<file path="config.mk">
export PLATFORM = sky130hd
export DESIGN_NAME = adc_capture_ctrl
export DESIGN_NICKNAME = d
export VERILOG_FILES = /design/src/rtl/adc_capture_pkg.sv /design/src/rtl/adc_sync_fifo.sv /design/src/rtl/adc_capture_ctrl.sv
export SDC_FILE = /design/constraint.sdc
export NUM_CORES = 1
export LEC_CHECK = 0
export ABC_AREA = 1
export CORE_ASPECT_RATIO = 2
export CORE_MARGIN = 2
export CORE_UTILIZATION = 54
export DETAILED_ROUTE_END_ITERATION = 10
export GPL_ROUTABILITY_DRIVEN = 0
export PLACE_DENSITY = 0.76
export SETUP_SLACK_MARGIN = 0.15
export SYNTH_ARGS = -nofsm -noshare
export SYNTH_HDL_FRONTEND = slang
export SYNTH_HIERARCHICAL = 1
export SYNTH_SLANG_ARGS = --single-unit
</file>
<file path="constraint.sdc">
create_clock -name clk -period 3.6 [get_ports clk]
set_clock_uncertainty 0.2 [all_clocks]
set_input_delay 0.72 -clock clk [delete_from_list [all_inputs] [get_ports clk]]
set_output_delay 0.72 -clock clk [all_outputs]
set_load 0.005 [all_outputs]
</file>
<file path="src/rtl/adc_capture_pkg.sv">
// adc_capture_pkg: shared FSM state, pixel entry layout and default widths for adc_capture_ctrl
package adc_capture_pkg;
  localparam int ADC_W_DEF = 14;
  localparam int ADDR_W_DEF = 12;
  typedef enum logic [2:0] {IDLE, CONVST, WAIT_BUSY, WAIT_DONE, LATCH} state_t;
  typedef struct packed {
    logic [ADC_W_DEF-1:0] data;
    logic [ADDR_W_DEF-1:0] row;
    logic [ADDR_W_DEF-1:0] col;
    logic sof;
    logic eol;
    logic eof;
  } px_entry_t;
endpackage

</file>
<file path="src/rtl/adc_sync_fifo.sv">
// adc_sync_fifo: synchronous FIFO with registered head output; a write into an empty FIFO is visible next cycle
module adc_sync_fifo #(
  parameter int W = 8,
  parameter int DEPTH = 16
) (
  input  logic         clk,
  input  logic         rst,
  input  logic         wr_en,
  input  logic [W-1:0] wr_data,
  input  logic         rd_en,
  output logic [W-1:0] rd_data,
  output logic         full,
  output logic         empty
);
  localparam int AW = $clog2(DEPTH);
  logic [W-1:0] mem [DEPTH];
  logic [AW-1:0] wptr, rptr, rptr_nx;
  logic [AW:0] count, left;
  logic push, pop;
  assign full = count == (AW+1)'(DEPTH);
  assign empty = count == '0;
  assign pop = rd_en && !empty;
  assign push = wr_en && (!full || pop);
  assign rptr_nx = rptr + AW'(pop);
  assign left = count - (AW+1)'(pop);
  // storage array, no reset needed since pointers define validity
  always_ff @(posedge clk)
    if (push) mem[wptr] <= wr_data;
  // pointers, occupancy and the registered head entry
  always_ff @(posedge clk) begin
    if (rst) begin
      wptr <= '0;
      rptr <= '0;
      count <= '0;
      rd_data <= '0;
    end else begin
      wptr <= wptr + AW'(push);
      rptr <= rptr_nx;
      count <= left + (AW+1)'(push);
      if (left != '0) rd_data <= mem[rptr_nx];
      else if (push) rd_data <= wr_data;
    end
  end
endmodule

</file>
<file path="src/rtl/adc_capture_ctrl.sv">
// adc_capture_ctrl: ADC conversion handshake, pixel tagging and output FIFO; TEST_PATTERN_EN selects row+col test data
module adc_capture_ctrl
  import adc_capture_pkg::*;
#(
  parameter int ADC_W = ADC_W_DEF,
  parameter int ADDR_W = ADDR_W_DEF,
  parameter int FIFO_DEPTH = 16,
  parameter int CONVST_CYC = 3,
  parameter int CONV_TIMEOUT = 1023
) (
  input  logic              clk,
  input  logic              rst,
  input  logic              adc_start_trigger,
  input  logic              frame_busy,
  input  logic [ADDR_W-1:0] row_addr,
  input  logic [ADDR_W-1:0] col_addr,
  input  logic [ADDR_W-1:0] row_start,
  input  logic [ADDR_W-1:0] row_end,
  input  logic [ADDR_W-1:0] col_start,
  input  logic [ADDR_W-1:0] col_end,
  output logic              adc_convst,
  input  logic              adc_busy,
  input  logic [ADC_W-1:0]  adc_data,
  output logic              px_valid,
  input  logic              px_ready,
  output logic [ADC_W-1:0]  px_data,
  output logic [ADDR_W-1:0] px_row,
  output logic [ADDR_W-1:0] px_col,
  output logic              px_sof,
  output logic              px_eol,
  output logic              px_eof,
  input  logic              tp_enable,
  output logic              err_overflow,
  output logic              err_timeout,
  output logic              err_trig_overrun,
  input  logic              err_clear,
  output logic [23:0]       pixel_count
);
  localparam int EW = ADC_W + 2*ADDR_W + 3;
  localparam int CW = $clog2(CONV_TIMEOUT + CONVST_CYC + 1);
  state_t state, state_nx;
  logic [CW-1:0] cnt;
  logic [ADDR_W-1:0] row_q, col_q;
  logic sof_q, eol_q, eof_q, fb_q;
  logic take, tmo, push, pop, accepted, full, empty;
  logic [ADC_W-1:0] sample;
  logic [EW-1:0] wr_entry, rd_entry;
  assign take = state == IDLE && adc_start_trigger && frame_busy;
  assign adc_convst = state == CONVST && frame_busy;
  assign push = state == LATCH && frame_busy;
  assign px_valid = !empty;
  assign pop = px_valid && px_ready;
  assign accepted = push && (!full || pop);
`ifdef TEST_PATTERN_EN
  assign sample = tp_enable ? ADC_W'({1'b0, row_q} + {1'b0, col_q}) : adc_data;
`else
  logic unused_tp;
  assign unused_tp = tp_enable;
  assign sample = adc_data;
`endif
  assign wr_entry = {sample, row_q, col_q, sof_q, eol_q, eof_q};
  assign {px_data, px_row, px_col, px_sof, px_eol, px_eof} = rd_entry;
  // next state; losing frame_busy aborts any conversion in flight
  always_comb begin
    state_nx = state;
    tmo = 1'b0;
    if (state != IDLE && !frame_busy) state_nx = IDLE;
    else
      case (state)
        IDLE:      state_nx = take ? CONVST : IDLE;
        CONVST:    state_nx = cnt == CW'(CONVST_CYC - 1) ? WAIT_BUSY : CONVST;
        WAIT_BUSY: begin
          tmo = !adc_busy && cnt == CW'(CONV_TIMEOUT - 1);
          state_nx = adc_busy ? WAIT_DONE : tmo ? IDLE : WAIT_BUSY;
        end
        WAIT_DONE: begin
          tmo = adc_busy && cnt == CW'(CONV_TIMEOUT - 1);
          state_nx = !adc_busy ? LATCH : tmo ? IDLE : WAIT_DONE;
        end
        default:   state_nx = IDLE;
      endcase
  end
  // state, per-state counter, trigger capture, sticky errors and frame pixel count
  always_ff @(posedge clk) begin
    if (rst) begin
      state <= IDLE;
      cnt <= '0;
      row_q <= '0;
      col_q <= '0;
      {sof_q, eol_q, eof_q} <= '0;
      fb_q <= 1'b0;
      err_overflow <= 1'b0;
      err_timeout <= 1'b0;
      err_trig_overrun <= 1'b0;
      pixel_count <= '0;
    end else begin
      state <= state_nx;
      cnt <= state_nx != state ? '0 : cnt + CW'(1);
      if (take) begin
        row_q <= row_addr;
        col_q <= col_addr;
        sof_q <= row_addr == row_start && col_addr == col_start;
        eol_q <= col_addr == col_end;
        eof_q <= row_addr == row_end && col_addr == col_end;
      end
      fb_q <= frame_busy;
      err_overflow <= !err_clear && (err_overflow || (push && !accepted));
      err_timeout <= !err_clear && (err_timeout || tmo);
      err_trig_overrun <= !err_clear && (err_trig_overrun || (adc_start_trigger && frame_busy && state != IDLE));
      pixel_count <= frame_busy && !fb_q ? '0 : accepted && pixel_count != '1 ? pixel_count + 24'd1 : pixel_count;
    end
  end
  adc_sync_fifo #(.W(EW), .DEPTH(FIFO_DEPTH)) u_fifo (
    .clk(clk), .rst(rst), .wr_en(push), .wr_data(wr_entry),
    .rd_en(px_ready), .rd_data(rd_entry), .full(full), .empty(empty)
  );
endmodule
</file>
# Yosys cells after proc, flatten, opt, wreduce, memory -nomap -nowiden
# Memory sizes are Yosys's and may differ from the RTL's.
# Cells that the tools add are included.
totals:
  memories: 1
  out_inout_bits: 70
  in_bits: 94
  word_cells: 87
  mem_bits_rw: 656
  reg_bits: 123
op_classes:
  muxes: 14
  add_sub_neg: 6
  reduce_logical: 37
  eq_ne: 13
memory_table:
  columns: ["memory", "words", "word_bits", "rd", "rd_clocked_by_memory_dff", "write_ports", "line", "text"]
  rows:
  - ["u_fifo.mem", 16, 41, 1, 0, 1, "adc_sync_fifo.sv:16", "logic [W-1:0] mem [DEPTH];"]
ops:
  columns: ["cell", "n"]
  rows:
  - ["$mux W41", 2]
  - ["$eq A12 B12 Y1", 4]
  - ["$add A24 B1 Y24 const B", 1]
  - ["$ne A24 B24 Y1 const B", 1]
  - ["$logic_and A1 B1 Y1", 19]
  - ["$pmux W3 S4", 1]
  - ["$add A11 B1 Y11 const B", 1]
  - ["$eq A11 B10 Y1 const B", 1]
  - ["$eq A11 B2 Y1 const B", 1]
  - ["$add A4 B1 Y4", 2]
  - ["$mux W2", 4]
  - ["$logic_not A1 Y1", 7]
  - ["$eq A3 B2 Y1 const B", 2]
  - ["$mux W3", 2]
  - ["$add A5 B1 Y5", 1]
  - ["$eq A5 B5 Y1 const B", 1]
  - ["$logic_not A5 Y1", 1]
  - ["$reduce_bool A5 Y1", 1]
  - ["$sub A5 B1 Y5", 1]
  - ["$logic_or A1 B1 Y1", 4]
  - ["$mux W1", 4]
  - ["$reduce_or A2 Y1", 2]
  - ["$eq A3 B1 Y1 const B", 1]
  - ["$eq A3 B3 Y1 const B", 1]
  - ["other kinds (5)", 5]

# Longest topological paths before layout
logic_depth:
  ltp_word: 9
  depth_mapped: 17
  mapped_depth_nobuf: 15

# Cells and area by module
# The synthesis kept the hierarchy.
modules_own_cells:
  columns: ["mod", "area_per_inst_um2", "seq_area_each_um2", "instances", "cells_each"]
  rows:
  - ["adc_sync_fifo", 29604.6, 20779.9, 1, 2616]
  - ["adc_capture_ctrl", 3996.3, 1381.3, 1, 581]

# Least setup slack after synthesis
# Ideal clock, no wire load.
synth_path:
  kind: "input to register"
  startpoint: "input port frame_busy"
  endpoint: "memory u_fifo/mem[10][0] (netlist name), enable pin"
  setup_ns: 0.439
  path_buffers: 1
  stages: 7
  required_ns: 2.961
  path_slack_ns: -0.163
  arrival_time_ns: 3.123
  cell_sequence: "nand3_1 > inv_1 > nand2_2 > inv_2 > buf_4 > nand3_1 > nor2_1"
synth_via:
  elab_chain_cells: 4
synth_lines:
  columns: ["element", "line", "text"]
  rows:
  - ["start, declared", "adc_capture_ctrl.sv:14", "input logic frame_busy,"]
  - ["$logic_and A1 B1 Y1", "adc_capture_ctrl.sv:50", "assign push = state == LATCH && frame_busy;"]
  - ["named net push", "adc_capture_ctrl.sv:45", "logic take, tmo, push, pop, accepted, full, empty;"]
  - ["$logic_and A1 B1 Y1", "adc_sync_fifo.sv:23", "assign push = wr_en && (!full || pop);"]
  - ["$mux W1", "adc_sync_fifo.sv:28", "if (push) mem[wptr] <= wr_data;"]
  - ["$mux W1 (implied by the code)", "adc_sync_fifo.sv:28", null]
  - ["end, declared", "adc_sync_fifo.sv:16", null]
# The timed path passes the listed nets, and every way through them passes these cells.

# Final worst setup path
layout_path:
  startpoint: "input port frame_busy"
  endpoint: "output port adc_convst"
layout_via:
  elab_chain_cells: 1
layout_lines:
  columns: ["element", "line", "text"]
  rows:
  - ["$logic_and A1 B1 Y1", "adc_capture_ctrl.sv:49", "assign adc_convst = state == CONVST && frame_busy;"]
  - ["end, declared", "adc_capture_ctrl.sv:21", "output logic adc_convst,"]
# Every way passes these cells.

==> impl_results.md <==
* DRC violations left at 0
* # Post-CTS Setup Buffers at 0
* Pins Over Slew Limit at 0
* Setup crit end kind: primary output
* Ys flop type: edfxtp_1
* Via/cell ratio at 5.678
* Worst-path fanout max at 4
* Post-synth cell types at 42
* Clock-pin slew on the worst setup and hold paths at 0.07 ns
* Startpoint Class: primary input
* IO Pins at 164
* Share of layout cells above drive strength 1 at 9.190%
* Worst rel slew slack at 43.77%
* R2r endpoint: u_fifo/rd_data[5]
* PwrDens at 774.1 nW/um^2
* Post-synthesis sequential area ratio at 65.95%
* Buf/Inv on CP at 3
* Total global routing overflow at 0
* Via count at 23680
* Die W at 180.4 um
* First DRT Iteration DRCs at 1971
* Area Overhead vs Synth at 14.32%
* Status: finished clean
* CORE AREA at 61660 um^2
* Hold EP: err_trig_overrun
* Async SR Flop Fraction at 0%
* Worst-skew pair later-pin latency at 0.63 ns
* Worst R2R Path Depth at 15
* Leakage at 0.01422 uW
* Slowest cell on crit path: clkdlybuf4s50_1
* Reg-to-reg slack, setup at 0.68 ns
* Hold buffers post-CTS at 0
* Final #Nets at 3437
* Final setup fails at 0
* Setup CP Type: in2out
* Final ANT Viol Nets at 0
* Final min period at 3.044 ns
* Number of core rows at 129
* Slew @ Worst Pin at 0.8422 ns
* Vias in the first global route at 23640
* Psw at 11650 uW
* Clock Sinks at 779
* Syn Std Cell Area at 33600 um^2
* RSZ-0062 raised after global routing: no
* Comb pwr share at 42.4%
* Min-delay worst type: reg2reg
* Worst Hold Depth at 2
* Max incr delay on CP at 0.55 ns
* Most common cell after layout, fill and taps aside: nand2_1
* H-tree depth at 2
* Initial antenna violation count at 0
* Clock buffer depth at 3
* Tcrit/Tclk final at 84.55%
* Pint at 18090 uW
* CP arrival at 2.12 ns
* Max frequency at 0.3285 GHz
* Ant. Diodes at 0
* Min-Delay Startpoint: err_trig_overrun
* Worst path required time at 2.68 ns
* Clock share of power at 23.3%
* Net Sw Frac at 39.18%
* DPL Wire Length at 48090 um
* Tot GR Track Use at 26.22%
* Ordered list of cells on the worst path: clkdlybuf4s50_1 > inv_1 > nor4_1 > clkdlybuf4s50_1
* Maximum VDD drop at 0.0009247 V
* Die area at 64360 um^2
* Gates resized, CTS repair at 0
* Crit-path most repeated cell: clkdlybuf4s50_1
* Initial Utilization at 54.50%
* First-pass GRT wire length at 129900 um
* Routed wire length at 84810 um
* Mapped Cells at 3197
* Synth Area per Inst at 10.51 um^2
* Delay-heaviest family, CP: buffers and inverters
* Die H at 356.8 um
* Detailed Routing Iterations Pass 1 at 5
* Final Hold Vio Count at 0
* Seq pwr share at 34.3%
* Worst hold slack at 0.2782 ns
* Most frequent cells in the layout: nand2_1, edfxtp_1, nand3_1, clkdlybuf4s50_1, inv_1
* Clk root buf: clkbuf_16
* Post-synth EDFFs at 656
* Fill count at 4669
* Synth Warn # at 6
* Port Buffers at 162
* Synth Register Bits at 779
* Largest net degree at the start of global routing at 77
* CTS tree: done
* WL/cell at 20.34 um
* Inserted Clock Buffers at 61
* Syn Nets at 3302
* Max_cap viols at 0
* FF-to-FF Start: u_fifo/count[2]
* Finished Core Util at 62.30%
[stage by stage]
step	cell area, um^2	TNS [ns]	total power (uW)	worst slack [ns]	cells
6_report	38410	0	29740	0.5561	4170
4_1_cts	38410	0	29750	0.5335	4170
5_1_grt	38410	0	31490	0.4303	4170
3_5_place_dp	36350	0	22810	0.2360	4055
2_1_floorplan	33600	-106.69	20110	-0.1630	3197
3_3_place_gp	36350	0	22460	0.2826	4055
[state kept, by name, indices dropped and copies added (netlist names)]
| signal | flops |
|---|---|
| cnt | 11 |
| col_q | 12 |
| eof_q | 1 |
| eol_q | 1 |
| err_overflow | 1 |
| err_timeout | 1 |
| err_trig_overrun | 1 |
| fb_q | 1 |
| pixel_count | 24 |
| row_q | 12 |
| sof_q | 1 |
| state | 3 |
| u_fifo/count | 5 |
| u_fifo/mem | 656 |
| u_fifo/rd_data | 41 |
| u_fifo/rptr | 4 |
| u_fifo/wptr | 4 |
[power groups by stage]
stage	sequential, uW	combinational, uW	clock (uW)
2_1_floorplan	10300	9770	0
3_3_place_gp	10400	12100	0
3_5_place_dp	10400	12400	0
4_1_cts	10200	12500	7020
5_1_grt	10200	13900	7330
6_report	10200	12600	6940
[tightest hold or removal path: stages (launching register included)]
cell     delay (ns)
dfxtp_1        0.33
a21oi_1        0.04
nor2_1         0.07
[logic make-up after synthesis]
kind of cell	share of synthesized area (%)
XOR/XNOR	1.743
adder cells (fa/ha/maj)	0.4096
flip-flops	65.95
buffers and inverters	5.303
AO/OA/AOI/OAI	2.275
AND/OR/NAND/NOR	24.32
[synthesized netlist by cell type, drive strengths merged (4+ instances only)]
master,instances,share of area [%]
nor3,29,0.48
xnor2,30,0.80
nand2,1195,14
nand3,562,8.7
nand4,9,0.17
a21oi,96,2.0
buf,145,3.3
clkbuf,28,0.31
nor2,102,1.2
xor2,36,0.94
o21ai,8,0.15
ha,11,0.41
dfxtp,123,7.3
edfxtp,656,59
nand3b,4,0.089
inv,151,1.7
[final cells by class]
cell class / instances / area, um^2 / area share (%)
Clock inverter: 44 / 476.7 / 1.241
Multi-Input combinational cell: 2093 / 9833 / 25.60
Tap cell: 786 / 983.4 / 2.560
Sequential cell: 779 / 22160 / 57.69
Clock buffer: 71 / 1584 / 4.124
Inverter: 152 / 583.1 / 1.518
Timing Repair Buffer: 245 / 2793 / 7.270
[metal layers]
layer | vias up | part of all wire [%] | GRT usage, %
li1 | 11040 | - | -
met1 | 11310 | 35 | 29.45
met2 | 1071 | 53 | 48.81
met3 | 259 | 7.5 | 3.032
met4 | 0 | 4.6 | 13.37
met5 | - | 0 | 0
[worst max-delay path by stage]
| stage | from | endpoint | slack [ns] | depth (start not counted) |
|---|---|---|---|---|
| final | frame_busy | adc_convst | 0.56 | 4 |
| after global routing | u_fifo/count[2] | u_fifo/rd_data[5] | 0.43 | 15 |
| after CTS | frame_busy | adc_convst | 0.53 | 4 |
| after detailed placement | px_ready | u_fifo/rd_data[5] | 0.24 | 14 |
| after global placement | px_ready | u_fifo/rd_data[2] | 0.28 | 15 |
| after floorplan | frame_busy | u_fifo/mem[10][0] | -0.16 | 7 |
No activity file was read; power rests on OpenSTA's default activity.
